<file path="src/rtl/mono_data_tx_core.sv">
// ---------------------------------------------------------------------------
// mono_data_tx_core
//
// Buffers pixel hits in a small FIFO and serialises them, one 30-bit word
// per read request, onto a single registered data line (MSB first).
// Word format: {le[7:0], te[7:0], row[7:0], col[5:0]}.
//
// Optional build macro: MONO_TX_GRAY_ENC_EN
//   defined   -> LE and TE are Gray-coded (g = b ^ (b >> 1)) as they are
//                written into the FIFO.
//   undefined -> LE and TE are stored and sent in binary.
//
// Parameters
//   FIFO_ASIZE : log2 of the hit buffer depth (depth = 2**FIFO_ASIZE).
//
// Ports
//   RX_CLK    in   single clock, rising edge
//   RST       in   asynchronous active-high reset
//   HIT_WR    in   hit write strobe (one hit per cycle)
//   HIT_COL   in   [5:0] hit column
//   HIT_ROW   in   [7:0] hit row
//   HIT_LE    in   [7:0] leading-edge timestamp (binary)
//   HIT_TE    in   [7:0] trailing-edge timestamp (binary)
//   RX_READ   in   asynchronous read request from the receiver
//   RX_FREEZE in   asynchronous freeze from the receiver
//   RX_TOKEN  out  registered hit-pending token
//   RX_DATA   out  registered serial data, MSB first
//   HIT_FULL  out  buffer full (combinational)
//   LOST_CNT  out  [7:0] saturating count of dropped hits
//   READ_ERR  out  sticky protocol-error flag
//   DBG_STATE out  [1:0] FSM state: 0 = IDLE, 1 = LOAD, 2 = SHIFT
//
// Handshake: there is no valid/ready pair on the receiver side. RX_READ
// and RX_FREEZE are levels from another clock domain; only the rising
// edge of their synchronised copies has meaning. A read edge in IDLE
// starts one word transfer (LOAD + 30 SHIFT cycles); a read edge while a
// transfer is in flight is dropped and flagged in READ_ERR. HIT_WR is
// accepted in any cycle where HIT_FULL is low and dropped otherwise.
// ---------------------------------------------------------------------------
module mono_data_tx_core #(
  parameter int FIFO_ASIZE = 4
) (
  input  logic       RX_CLK,
  input  logic       RST,
  input  logic       HIT_WR,
  input  logic [5:0] HIT_COL,
  input  logic [7:0] HIT_ROW,
  input  logic [7:0] HIT_LE,
  input  logic [7:0] HIT_TE,
  input  logic       RX_READ,
  input  logic       RX_FREEZE,
  output logic       RX_TOKEN,
  output logic       RX_DATA,
  output logic       HIT_FULL,
  output logic [7:0] LOST_CNT,
  output logic       READ_ERR,
  output logic [1:0] DBG_STATE
);

  localparam int DEPTH = 1 << FIFO_ASIZE;
  localparam logic [FIFO_ASIZE:0]   DEPTH_C = DEPTH;
  localparam logic [FIFO_ASIZE:0]   CNT_ONE = 1;
  localparam logic [FIFO_ASIZE-1:0] PTR_ONE = 1;

  typedef enum logic [1:0] {
    ST_IDLE  = 2'd0,
    ST_LOAD  = 2'd1,
    ST_SHIFT = 2'd2
  } state_t;

  // synchronisers plus one extra stage for edge detection
  logic read_s1_q, read_s2_q, read_s3_q;
  logic freeze_s1_q, freeze_s2_q, freeze_s3_q;

  logic [29:0]           mem_q [DEPTH];
  logic [FIFO_ASIZE-1:0] wr_ptr_q, rd_ptr_q;
  logic [FIFO_ASIZE:0]   count_q, count_d;
  logic [FIFO_ASIZE:0]   avail_q, avail_d;

  state_t      state_q, state_d;
  logic [29:0] shift_q, shift_d;
  logic [4:0]  bit_cnt_q, bit_cnt_d;
  logic        rx_data_q, rx_data_d;
  logic        token_q, token_d;
  logic [7:0]  lost_q, lost_d;
  logic        err_q, err_d;

  logic        read_edge, freeze_edge, frozen;
  logic        full, empty, wr_en, can_pop, pop;
  logic [7:0]  le_enc, te_enc;
  logic [29:0] hit_word, load_word;

  assign read_edge   = read_s2_q & ~read_s3_q;
  assign freeze_edge = freeze_s2_q & ~freeze_s3_q;
  // Frozen behaviour starts the cycle after the freeze edge, which is
  // exactly when AVAIL holds the snapshot taken on that edge.
  assign frozen      = freeze_s3_q;

  assign full    = (count_q == DEPTH_C);
  assign empty   = (count_q == '0);
  assign wr_en   = HIT_WR & ~full;
  // While frozen only the snapshot entries may leave the buffer.
  assign can_pop = ~empty & (~frozen | (avail_q != '0));
  assign pop     = (state_q == ST_LOAD) & can_pop;

`ifdef MONO_TX_GRAY_ENC_EN
  assign le_enc = HIT_LE ^ (HIT_LE >> 1);
  assign te_enc = HIT_TE ^ (HIT_TE >> 1);
`else
  assign le_enc = HIT_LE;
  assign te_enc = HIT_TE;
`endif

  assign hit_word  = {le_enc, te_enc, HIT_ROW, HIT_COL};
  assign load_word = can_pop ? mem_q[rd_ptr_q] : '0;

  // FIFO storage needs no reset: pointers and occupancy define validity.
  always_ff @(posedge RX_CLK) begin
    if (wr_en) mem_q[wr_ptr_q] <= hit_word;
  end

  always_comb begin
    count_d = count_q;
    case ({wr_en, pop})
      2'b10:   count_d = count_q + CNT_ONE;
      2'b01:   count_d = count_q - CNT_ONE;
      default: count_d = count_q;
    endcase
  end

  // Snapshot excludes a same-cycle write and is net of a same-cycle pop.
  always_comb begin
    avail_d = avail_q;
    if (freeze_edge)
      avail_d = pop ? (count_q - CNT_ONE) : count_q;
    else if (pop && frozen)
      avail_d = avail_q - CNT_ONE;
  end

  always_comb begin
    lost_d = lost_q;
    if (HIT_WR && full && (lost_q != 8'hFF)) lost_d = lost_q + 8'd1;
  end

  assign token_d = frozen ? (avail_q != '0) : ~empty;

  // Transfer FSM. RX_DATA is registered so that it shows shifter bit
  // (29 - bit_cnt) during each SHIFT cycle and 0 in every other state.
  always_comb begin
    state_d   = state_q;
    shift_d   = shift_q;
    bit_cnt_d = bit_cnt_q;
    rx_data_d = 1'b0;
    err_d     = err_q;
    if (read_edge && (state_q != ST_IDLE)) err_d = 1'b1;
    case (state_q)
      ST_IDLE: begin
        if (read_edge) state_d = ST_LOAD;
      end
      ST_LOAD: begin
        if (!can_pop) err_d = 1'b1;
        rx_data_d = load_word[29];
        shift_d   = {load_word[28:0], 1'b0};
        bit_cnt_d = 5'd0;
        state_d   = ST_SHIFT;
      end
      ST_SHIFT: begin
        if (bit_cnt_q == 5'd29) begin
          state_d = ST_IDLE;
        end else begin
          rx_data_d = shift_q[29];
          shift_d   = {shift_q[28:0], 1'b0};
          bit_cnt_d = bit_cnt_q + 5'd1;
        end
      end
      default: state_d = ST_IDLE;
    endcase
  end

  always_ff @(posedge RX_CLK or posedge RST) begin
    if (RST) begin
      read_s1_q   <= 1'b0;
      read_s2_q   <= 1'b0;
      read_s3_q   <= 1'b0;
      freeze_s1_q <= 1'b0;
      freeze_s2_q <= 1'b0;
      freeze_s3_q <= 1'b0;
      wr_ptr_q    <= '0;
      rd_ptr_q    <= '0;
      count_q     <= '0;
      avail_q     <= '0;
      state_q     <= ST_IDLE;
      shift_q     <= '0;
      bit_cnt_q   <= '0;
      rx_data_q   <= 1'b0;
      token_q     <= 1'b0;
      lost_q      <= '0;
      err_q       <= 1'b0;
    end else begin
      read_s1_q   <= RX_READ;
      read_s2_q   <= read_s1_q;
      read_s3_q   <= read_s2_q;
      freeze_s1_q <= RX_FREEZE;
      freeze_s2_q <= freeze_s1_q;
      freeze_s3_q <= freeze_s2_q;
      if (wr_en) wr_ptr_q <= wr_ptr_q + PTR_ONE;
      if (pop)   rd_ptr_q <= rd_ptr_q + PTR_ONE;
      count_q     <= count_d;
      avail_q     <= avail_d;
      state_q     <= state_d;
      shift_q     <= shift_d;
      bit_cnt_q   <= bit_cnt_d;
      rx_data_q   <= rx_data_d;
      token_q     <= token_d;
      lost_q      <= lost_d;
      err_q       <= err_d;
    end
  end

  assign RX_TOKEN  = token_q;
  assign RX_DATA   = rx_data_q;
  assign HIT_FULL  = full;
  assign LOST_CNT  = lost_q;
  assign READ_ERR  = err_q;
  assign DBG_STATE = state_q;

endmodule

</file>
<file path="config.mk">
export PLATFORM = sky130hd
export DESIGN_NAME = mono_data_tx_core
export DESIGN_NICKNAME = d
export VERILOG_FILES = /design/src/rtl/mono_data_tx_core.sv
export SDC_FILE = /design/constraint.sdc
export NUM_CORES = 1
export LEC_CHECK = 0
export ABC_AREA = 1
export BUFFER_PORTS_ARGS = -buffer_cell sky130_fd_sc_hd__buf_2
export CELL_PAD_IN_SITES_DETAIL_PLACEMENT = 2
export CELL_PAD_IN_SITES_GLOBAL_PLACEMENT = 2
export CORE_MARGIN = 8
export CORE_UTILIZATION = 47
export DETAILED_ROUTE_END_ITERATION = 10
export PLACE_DENSITY = 0.94
export SKIP_CTS_REPAIR_TIMING = 1
export SLEW_MARGIN = 20
export SYNTH_ARGS = -nofsm -noshare
export SYNTH_HDL_FRONTEND = slang
export SYNTH_SLANG_ARGS = --single-unit
</file>
<file path="constraint.sdc">
create_clock -name RX_CLK -period 8.3 [get_ports RX_CLK]
set_input_delay 0.83 -clock RX_CLK [delete_from_list [all_inputs] [get_ports RX_CLK]]
set_output_delay 0.83 -clock RX_CLK [all_outputs]
set_load 0.005 [all_outputs]
</file>
==> impl_metrics.toml, run 1 <==
[routing]
avgRoutedWirePerCell_um = 34.3
dr.pass1.iters = 5
routed-via-count = 16800
avgViaCountPerCell = 6.45
drt_iter0_drc = 1700
ant_nets = 0
drt-total-wl_um = 89100
drc = 0

[place]
gp_congestion = 0.759
placed_cells = 2490
port_buffers = 48
placed_area_um2 = 23300
dp_hpwl_um = 46500

[cts]
clockBufferDepth = 3
cts_tree = "yes"
cts-htree-levels = 2
clk_pin_slew_worst_paths_ns = 0.06
cts_root_buffer = "clkbuf_16"
clkLatencyLatePin_ns = 0.64
cts_buffers = 56
cts.sinks = 551

[floorplan]
row_count = 80
die_w_um = 235
initial_core_util_pct = 47.4
core_area_um2 = 47600
die-area_um2 = 55400
ios = 49
fp.dieH_um = 235

[finish]
seq_area_um2 = 16200
fin_cells = 2598
final_common_cell = "nand2_1"
layout_common_cells = "536 x nand2_1, 480 x edfxtp_1, 453 x nand3_1"
multi_input_area_um2 = 5740
nets = 1985
fin_area_um2 = 25300
drive_gt1_share_pct = 10.6
fillerInstances = 4525
area_growth_pct = 11.9

[sta]
fin_crit_sh_pct = 43.9
setup_viol = 0
skew_ns = 0.0280
relSlewSlack_pct = 28.1
min_period_ns = 3.64
drv_slew = 0
hold_ws_ns = 0.317
worst_slew_pin_slew_ns = 1.08
hold_viol = 0
clock.fmax_mhz = 274
rsz0062_at_grt = "no"
setup_tns_ns = 0

[setup_path]
crit_family = "simple AND/OR/NAND/NOR gates"
cp_data_arrival_time_ns = 3.95
slowest_delay_ns = 0.90
critical_path_buf_inv_count = 3
critical_path.max_fanout = 20
cp_slowest_cell = "nor2_4"
critPathKind = "reg2reg"
worstSetupEndpointType = "flip-flop"
startpoint_type = "flip-flop"
crit_required_ns = 8.61
path_cells = "inv_1 > ha_1 > nand3_1 > nand2_1 > inv_1 > nand2_1 > nor2_4 > buf_4"

[logic_synthesis]
synthCells = 1910
synthFlopType = "edfxtp_1"
synth_edf_count = 480
yosysSeqAreaShare_pct = 71.6
post_synth.cell_area_avg_um2 = 11.8
syn_area_um2 = 22600
ys_ff_latch = 551
synth_nets = 1961
yosys_warnings = 0
ys_types = 37
synthArstFlopShare_pct = 12.9

[pwr]
peakVddDrop_mv = 0.329
power.total_mw = 10.1
p_per_area_nw_per_um2 = 399
leakagePower_nw = 9.30

[global_route]
grt_max_degree = 122
grt_pass1_vias = 18800
grt_first_pass_wirelength_um = 130000
antenna_found_initial = 2
gr-usage-all-layers_pct = 31.6
overflow = 0

[run_status]
status = "finished, final reports clean"

[run]
maxCapViolations = 0

[hold_path]
hp-class = "in2reg"
## per-layer routing
layer / share of wire [%] / wire length (um) / up-vias / global-route usage (%)
li1: - / - / 6773 / -
met3: 7.3 / 6520 / 321 / 6.17
met4: 5.9 / 5240 / 2 / 17.7
met1: 36 / 32400 / 8726 / 36.4
met2: 50 / 44900 / 940 / 54.9
met5: 0.015 / 13 / - / 0
## area by class of cell
type	instances	share of cell area [%]
sequential	551	64.1
multi-input combinational	1201	22.7
clock buffer	88	6.50
tap	615	3.04
timing repair buffer	78	1.94
clock inverter	18	0.990
inverter	46	0.752
antenna	1	0.00990
## synthesized netlist by cell type, types with 10 or more instances
| library cell | n | area (um^2) |
|---|---|---|
| dfrtp_1 | 71 | 1780 |
| xor2_1 | 15 | 131 |
| edfxtp_1 | 480 | 14400 |
| inv_1 | 41 | 154 |
| clkbuf_1 | 33 | 124 |
| ha_1 | 16 | 200 |
| buf_4 | 24 | 180 |
| a21oi_1 | 60 | 300 |
| nand3_2 | 10 | 100 |
| nand2_1 | 536 | 2010 |
| nor2_1 | 55 | 206 |
| nand3_1 | 453 | 2270 |
| o21ai_0 | 17 | 85.1 |
| buf_2 | 47 | 235 |
## stage by stage
stage,util [%],worst slack (ns)
3_3_place_gp,49.0,5.04
6_report,53.1,4.66
5_1_grt,53.1,4.57
2_1_floorplan,-,5.36
3_5_place_dp,49.0,4.79
4_1_cts,53.0,4.64
## power by group
part	internal, mW	switching (mW)
logic	0.874	2.79
clock network	1.55	1.16
registers	3.41	0.310
total	5.83	4.27
## worst paths after layout
kind | startpoint | endpoint | slack (ns) | cells past startpoint
min | RX_READ | read_s1_q$_DFF_PP0_ | 0.32 | 1
min in group asynchronous | RST | READ_ERR$_DFF_PP0_ | 0.43 | 3
max | count_q[0]$_DFFE_PP0P_ | mem_q[10][29]$_DFFE_PP_ | 4.66 | 8
max reg2reg | count_q[0]$_DFFE_PP0P_ | mem_q[10][29]$_DFFE_PP_ | 4.66 | 8
max in group asynchronous | RST | rd_ptr_q[1]$_DFFE_PP0P_ | 7.22 | 3
min reg2reg | read_s1_q$_DFF_PP0_ | read_s2_q$_DFF_PP0_ | 0.36 | 0
## logic make-up (layout without fill, tap and decap cells)
family,after synthesis,after routing,synth area share (%)
AO/OA/AOI/OAI,94,94,2.31
XOR/XNOR,22,22,0.853
adder cells (fa/ha/maj),16,16,0.886
buffers and inverters,158,230,3.52
flip-flops,551,551,71.6
other,0,1,0
AND/OR/NAND/NOR,1069,1069,20.8
## flip-flops by register name, summed over array words and instances, names as in the netlist, 2 cells and up
register,flops
bit_cnt_q,5
avail_q,5
shift_q,29
count_q,5
wr_ptr_q,4
rd_ptr_q,4
DBG_STATE,2
LOST_CNT,8
mem_q,480
No activity file was read; power rests on OpenSTA's default activity.
==> run 2: changes to the inputs <==
CORE_UTILIZATION = 43   (was 47)
PLACE_DENSITY = 0.88   (was 0.94)
clock period = 3.4 ns   (was 8.3 ns; I/O delays follow)
==> run 2 against run 1 <==
  * Clock-buffer cell count is the same
  * Fmax increased by 22%
  * Via count fell by 3.3%
  * Clock power rose to 2.5 times the previous value
  * Register-to-register slack got worse by 4.2 ns
  * Non-clock buffer count is 12 higher
  * Final area rose by 1.4%
  * First-iteration DRC count fell by 19%
  * Sequential cell count stayed put
  * Combinational power grew 140%
  * Core utilization fell by 4.0 points
  * Power grew 140%
  * Critical endpoint is now mem_q[2][25]$_DFFE_PP_
  * Highest routed layer is now met4
==> impl_metrics.toml, run 2 (same netlist as run 1, synthesis figures left out) <==
[place]
gp_congestion = 0.766
place_ws_ns = 0.513
port_buffers = 48
dp_hpwl_um = 48600

[sta]
rsz0062_at_grt = "no"
worst_slew_pin_slew_ns = 1.06
skew_ns = 0.0221
setup_ws_ns = 0.410
setup_viol = 0
min_period_ns = 2.99
fin_crit_sh_pct = 87.9
drv_slew = 0
hold_viol = 0
setup_tns_ns = 0
clock.fmax_mhz = 334
relSlewSlack_pct = 29.3

[finish]
layout_common_cells = "536 x nand2_1, 480 x edfxtp_1, 453 x nand3_1"
regMostFlops = "mem_q"
largest_reg_flops = 480
nets = 2000
final_util_pct = 49.1
n_antenna_cell = 0
area_growth_pct = 13.4
drive_gt1_share_pct = 11.0
fillerInstances = 5055
final_common_cell = "nand2_1"

[floorplan]
die_w_um = 245
die-area_um2 = 60200
ios = 49
row_count = 84
initial_core_util_pct = 43.3
core_area_um2 = 52200
fp.dieH_um = 245

[hold_path]
hp-class = "in2reg"

[routing]
ant_nets = 0
routed-via-count = 16200
avgRoutedWirePerCell_um = 31.0
dr.pass1.iters = 5
drt_iter0_drc = 1372
drt-total-wl_um = 83300
avgViaCountPerCell = 6.03
drc = 0

[pwr]
p_per_area_nw_per_um2 = 963
leakagePower_nw = 9.42
peakVddDrop_mv = 0.683

[global_route]
antenna_found_initial = 0
grt_max_degree = 191
gr-usage-all-layers_pct = 27.5
grt_first_pass_wirelength_um = 124000
overflow = 0
grt_pass1_vias = 18100

[setup_path]
critical_path.max_fanout = 30
crit_required_ns = 3.66
critPathKind = "reg2reg"
startpoint_type = "flip-flop"
worstSetupEndpointType = "flip-flop"
cp_data_arrival_time_ns = 3.25

[cts]
cts_buffers = 59
cts-htree-levels = 2
cts.sinks = 551
clk_pin_slew_worst_paths_ns = 0.06
clkLatencyLatePin_ns = 0.62
clockBufferDepth = 3
cts_root_buffer = "clkbuf_16"
cts_tree = "yes"

[run_status]
status = "finished, final reports clean"

[run]
maxCapViolations = 0
==> run 2: cell count changes in the layout (fill, tap and decap cells not counted), moves of 3 or more <==
cell and delta:
dlygate4sd3_1 +3, clkinv_1 +7, clkbuf_16 +4, buf_4 +3, buf_12 +8
==> run 2: through the flow <==
| stage | hold slack (ns) | std cells | cell area (um^2) | power, mW |
|---|---|---|---|---|
| floorplan | 0.331 | 1910 | 22600 | 14.2 |
| global placement | 0.345 | 2573 | 23600 | 16.5 |
| detailed placement | 0.347 | 2573 | 23600 | 17.5 |
| CTS | -0.196 | 2684 | 25600 | 24.7 |
| global route | 0.149 | 2687 | 25600 | 25.6 |
| finish | 0.163 | 2687 | 25600 | 24.7 |
==> run 2: worst paths after layout <==
path | start | end | slack (ns) | cells past startpoint
setup / recovery | count_q[0]$_DFFE_PP0P_ | mem_q[2][25]$_DFFE_PP_ | 0.41 | 8
hold reg to reg | read_s1_q$_DFF_PP0_ | read_s2_q$_DFF_PP0_ | 0.36 | 0
hold / removal | HIT_TE[4] | mem_q[5][18]$_DFFE_PP_ | 0.16 | 1
min in group asynchronous | RST | bit_cnt_q[4]$_DFFE_PP0P_ | 0.39 | 3
max in group asynchronous | RST | shift_q[15]$_DFFE_PP0P_ | 1.95 | 4
setup reg to reg | count_q[0]$_DFFE_PP0P_ | mem_q[2][25]$_DFFE_PP_ | 0.41 | 8
==> run 2: routing by layer <==
layer	up-vias	global-route usage (%)	part of all wire [%]
li1	6817	-	-
met1	8451	32.6	38
met2	715	49.0	52
met3	226	3.55	5.1
met4	0	13.3	5.0
met5	-	0	0
==> run 2: area by class of cell <==
type / instances / area [um^2] / area share, %
Clock inverter: 23 / 285 / 1.11
Clock buffer: 88 / 1710 / 6.66
Inverter: 46 / 184 / 0.717
Tap cell: 688 / 861 / 3.36
Multi-Input combinational cell: 1201 / 5740 / 22.4
Sequential cell: 551 / 16200 / 63.2
Timing Repair Buffer: 90 / 663 / 2.59
==> run 2: critical path, cell delays in order, from the launching register on <==
cell and delay, ns:
dfrtp_1 0.47, inv_1 0.12, ha_1 0.31, nand3_1 0.16, nand2_1 0.22, inv_1 0.27, nand2_1 0.33, nor2_4 0.18
buf_4 0.50
==> run 2: power breakdown <==
part / leakage, nW / switching (mW) / internal (mW) / total [mW]
clock: 0.969 / 2.81 / 3.98 / 6.80
sequential: 5.17 / 0.603 / 8.32 / 8.92
combinational: 3.28 / 6.72 / 2.24 / 8.96
==> run 3: changes to the inputs <==
PLACE_DENSITY = default   (was 0.88)
PLACE_DENSITY_LB_ADDON = 0.1   (was default)
==> run 3 against run 2 <==
  * Core utilization about the same
  * Clock power decreased by 5.9%
  * Combinational power decreased by 5.4%
  * Fmax increased by 6.3%
  * Non-clock buffer count increased by 5
  * Die area unchanged
  * Clock-buffer cell count decreased by 7
  * Largest power group is now registers
==> impl_metrics.toml, run 3 (same netlist as run 1, synthesis figures left out) <==
[run_status]
status = "finished, final reports clean"

[setup_path]
crit_required_ns = 3.66
critPathKind = "reg2reg"
worstSetupEndpointType = "flip-flop"
cp_data_arrival_time_ns = 3.07
critical_path_buf_inv_count = 3
startpoint_type = "flip-flop"
slowest_delay_ns = 0.54
crit_family = "buffers and inverters"
cp_slowest_cell = "buf_4"
path_cells = "inv_1 > ha_1 > nand3_1 > nand2_1 > inv_1 > nand2_1 > nor2_4 > buf_4"
critical_path.max_fanout = 30

[sta]
clock.fmax_mhz = 356
rsz0062_at_grt = "no"
worst_slew_pin_slew_ns = 1.13
hold_viol = 0
skew_ns = 0.0213
relSlewSlack_pct = 24.4
fin_crit_sh_pct = 82.7
min_period_ns = 2.81
hold_ws_ns = 0.131
setup_viol = 0
drv_slew = 0
setup_tns_ns = 0

[finish]
final_util_pct = 49.1
area_growth_pct = 13.4
n_antenna_cell = 0
layout_common_cells = "536 x nand2_1, 480 x edfxtp_1, 453 x nand3_1"
fin_area_um2 = 25600
drive_gt1_share_pct = 11.1
regMostFlops = "mem_q"
final_common_cell = "nand2_1"
nets = 2005
largest_reg_flops = 480

[run]
maxCapViolations = 0

[routing]
routed-via-count = 15300
drt_iter0_drc = 1082
dr.pass1.iters = 5
avgRoutedWirePerCell_um = 27.0
drt-total-wl_um = 72600
avgViaCountPerCell = 5.67
drc = 0
ant_nets = 0

[cts]
cts.sinks = 551
clockBufferDepth = 3
clk_pin_slew_worst_paths_ns = 0.07
cts_buffers = 59
cts_root_buffer = "clkbuf_16"
cts_tree = "yes"
clkLatencyLatePin_ns = 0.64
cts-htree-levels = 2

[global_route]
grt_max_degree = 100
antenna_found_initial = 1
gr-usage-all-layers_pct = 24.2
met2_usage_pct = 44.0
grt_first_pass_wirelength_um = 110000
grt_pass1_vias = 17400
top_usage_layer = "met2"
use_met3_pct = 3.63
overflow = 0
use_met1_pct = 28.7

[place]
port_buffers = 48
dp_hpwl_um = 43200
gp_congestion = 0.809
placed_area_um2 = 23700

[floorplan]
ios = 49
fp.dieH_um = 245
row_count = 84
die-area_um2 = 60200
die_w_um = 245
initial_core_util_pct = 43.3
core_area_um2 = 52200

[pwr]
p_per_area_nw_per_um2 = 924
leakagePower_nw = 9.42
peakVddDrop_mv = 0.470

[hold_path]
hp-class = "in2reg"
-- run 3: final timing paths --
kind / from / end / slack (ns) / cells past startpoint
max in group asynchronous: RST / rd_ptr_q[1]$_DFFE_PP0P_ / 2.28 / 4
worst max-delay path: count_q[0]$_DFFE_PP0P_ / mem_q[5][11]$_DFFE_PP_ / 0.59 / 8
worst min-delay path: HIT_ROW[5] / mem_q[13][11]$_DFFE_PP_ / 0.13 / 1
min in group asynchronous: RST / count_q[2]$_DFFE_PP0P_ / 0.34 / 3
worst max register to register: count_q[0]$_DFFE_PP0P_ / mem_q[5][11]$_DFFE_PP_ / 0.59 / 8
worst min register to register: freeze_s1_q$_DFF_PP0_ / freeze_s2_q$_DFF_PP0_ / 0.36 / 0
-- run 3: per-stage QoR --
stage / instances / total power, mW / setup WS (ns)
finish: 2691 / 23.7 / 0.588
global route: 2691 / 25.0 / 0.430
CTS: 2688 / 24.0 / 0.593
detailed placement: 2578 / 17.4 / 0.598
global placement: 2578 / 16.9 / 0.756
floorplan: 1910 / 14.2 / 0.462
-- run 3: where the power goes --
group	internal (mW)	leakage, nW	switching [mW]	total (mW)
registers	8.32	5.17	0.482	8.80
clock network	3.68	0.922	2.73	6.40
logic	2.31	3.33	6.17	8.48
-- run 3: area by class of cell --
cell class / instances / area (um^2)
Sequential cell: 551 / 16200
Clock inverter: 29 / 277
Multi-Input combinational cell: 1201 / 5740
Fill cell: 5086 / 26600
Clock buffer: 81 / 1610
Tap cell: 688 / 861
Timing Repair Buffer: 95 / 763
Inverter: 46 / 184
-- run 3: routing by layer --
metal  up-vias  wire [um]
li1       6814          -
met1      7995      29200
met2       326      37900
met3       124       2940
met4         0       2550
met5         -          0
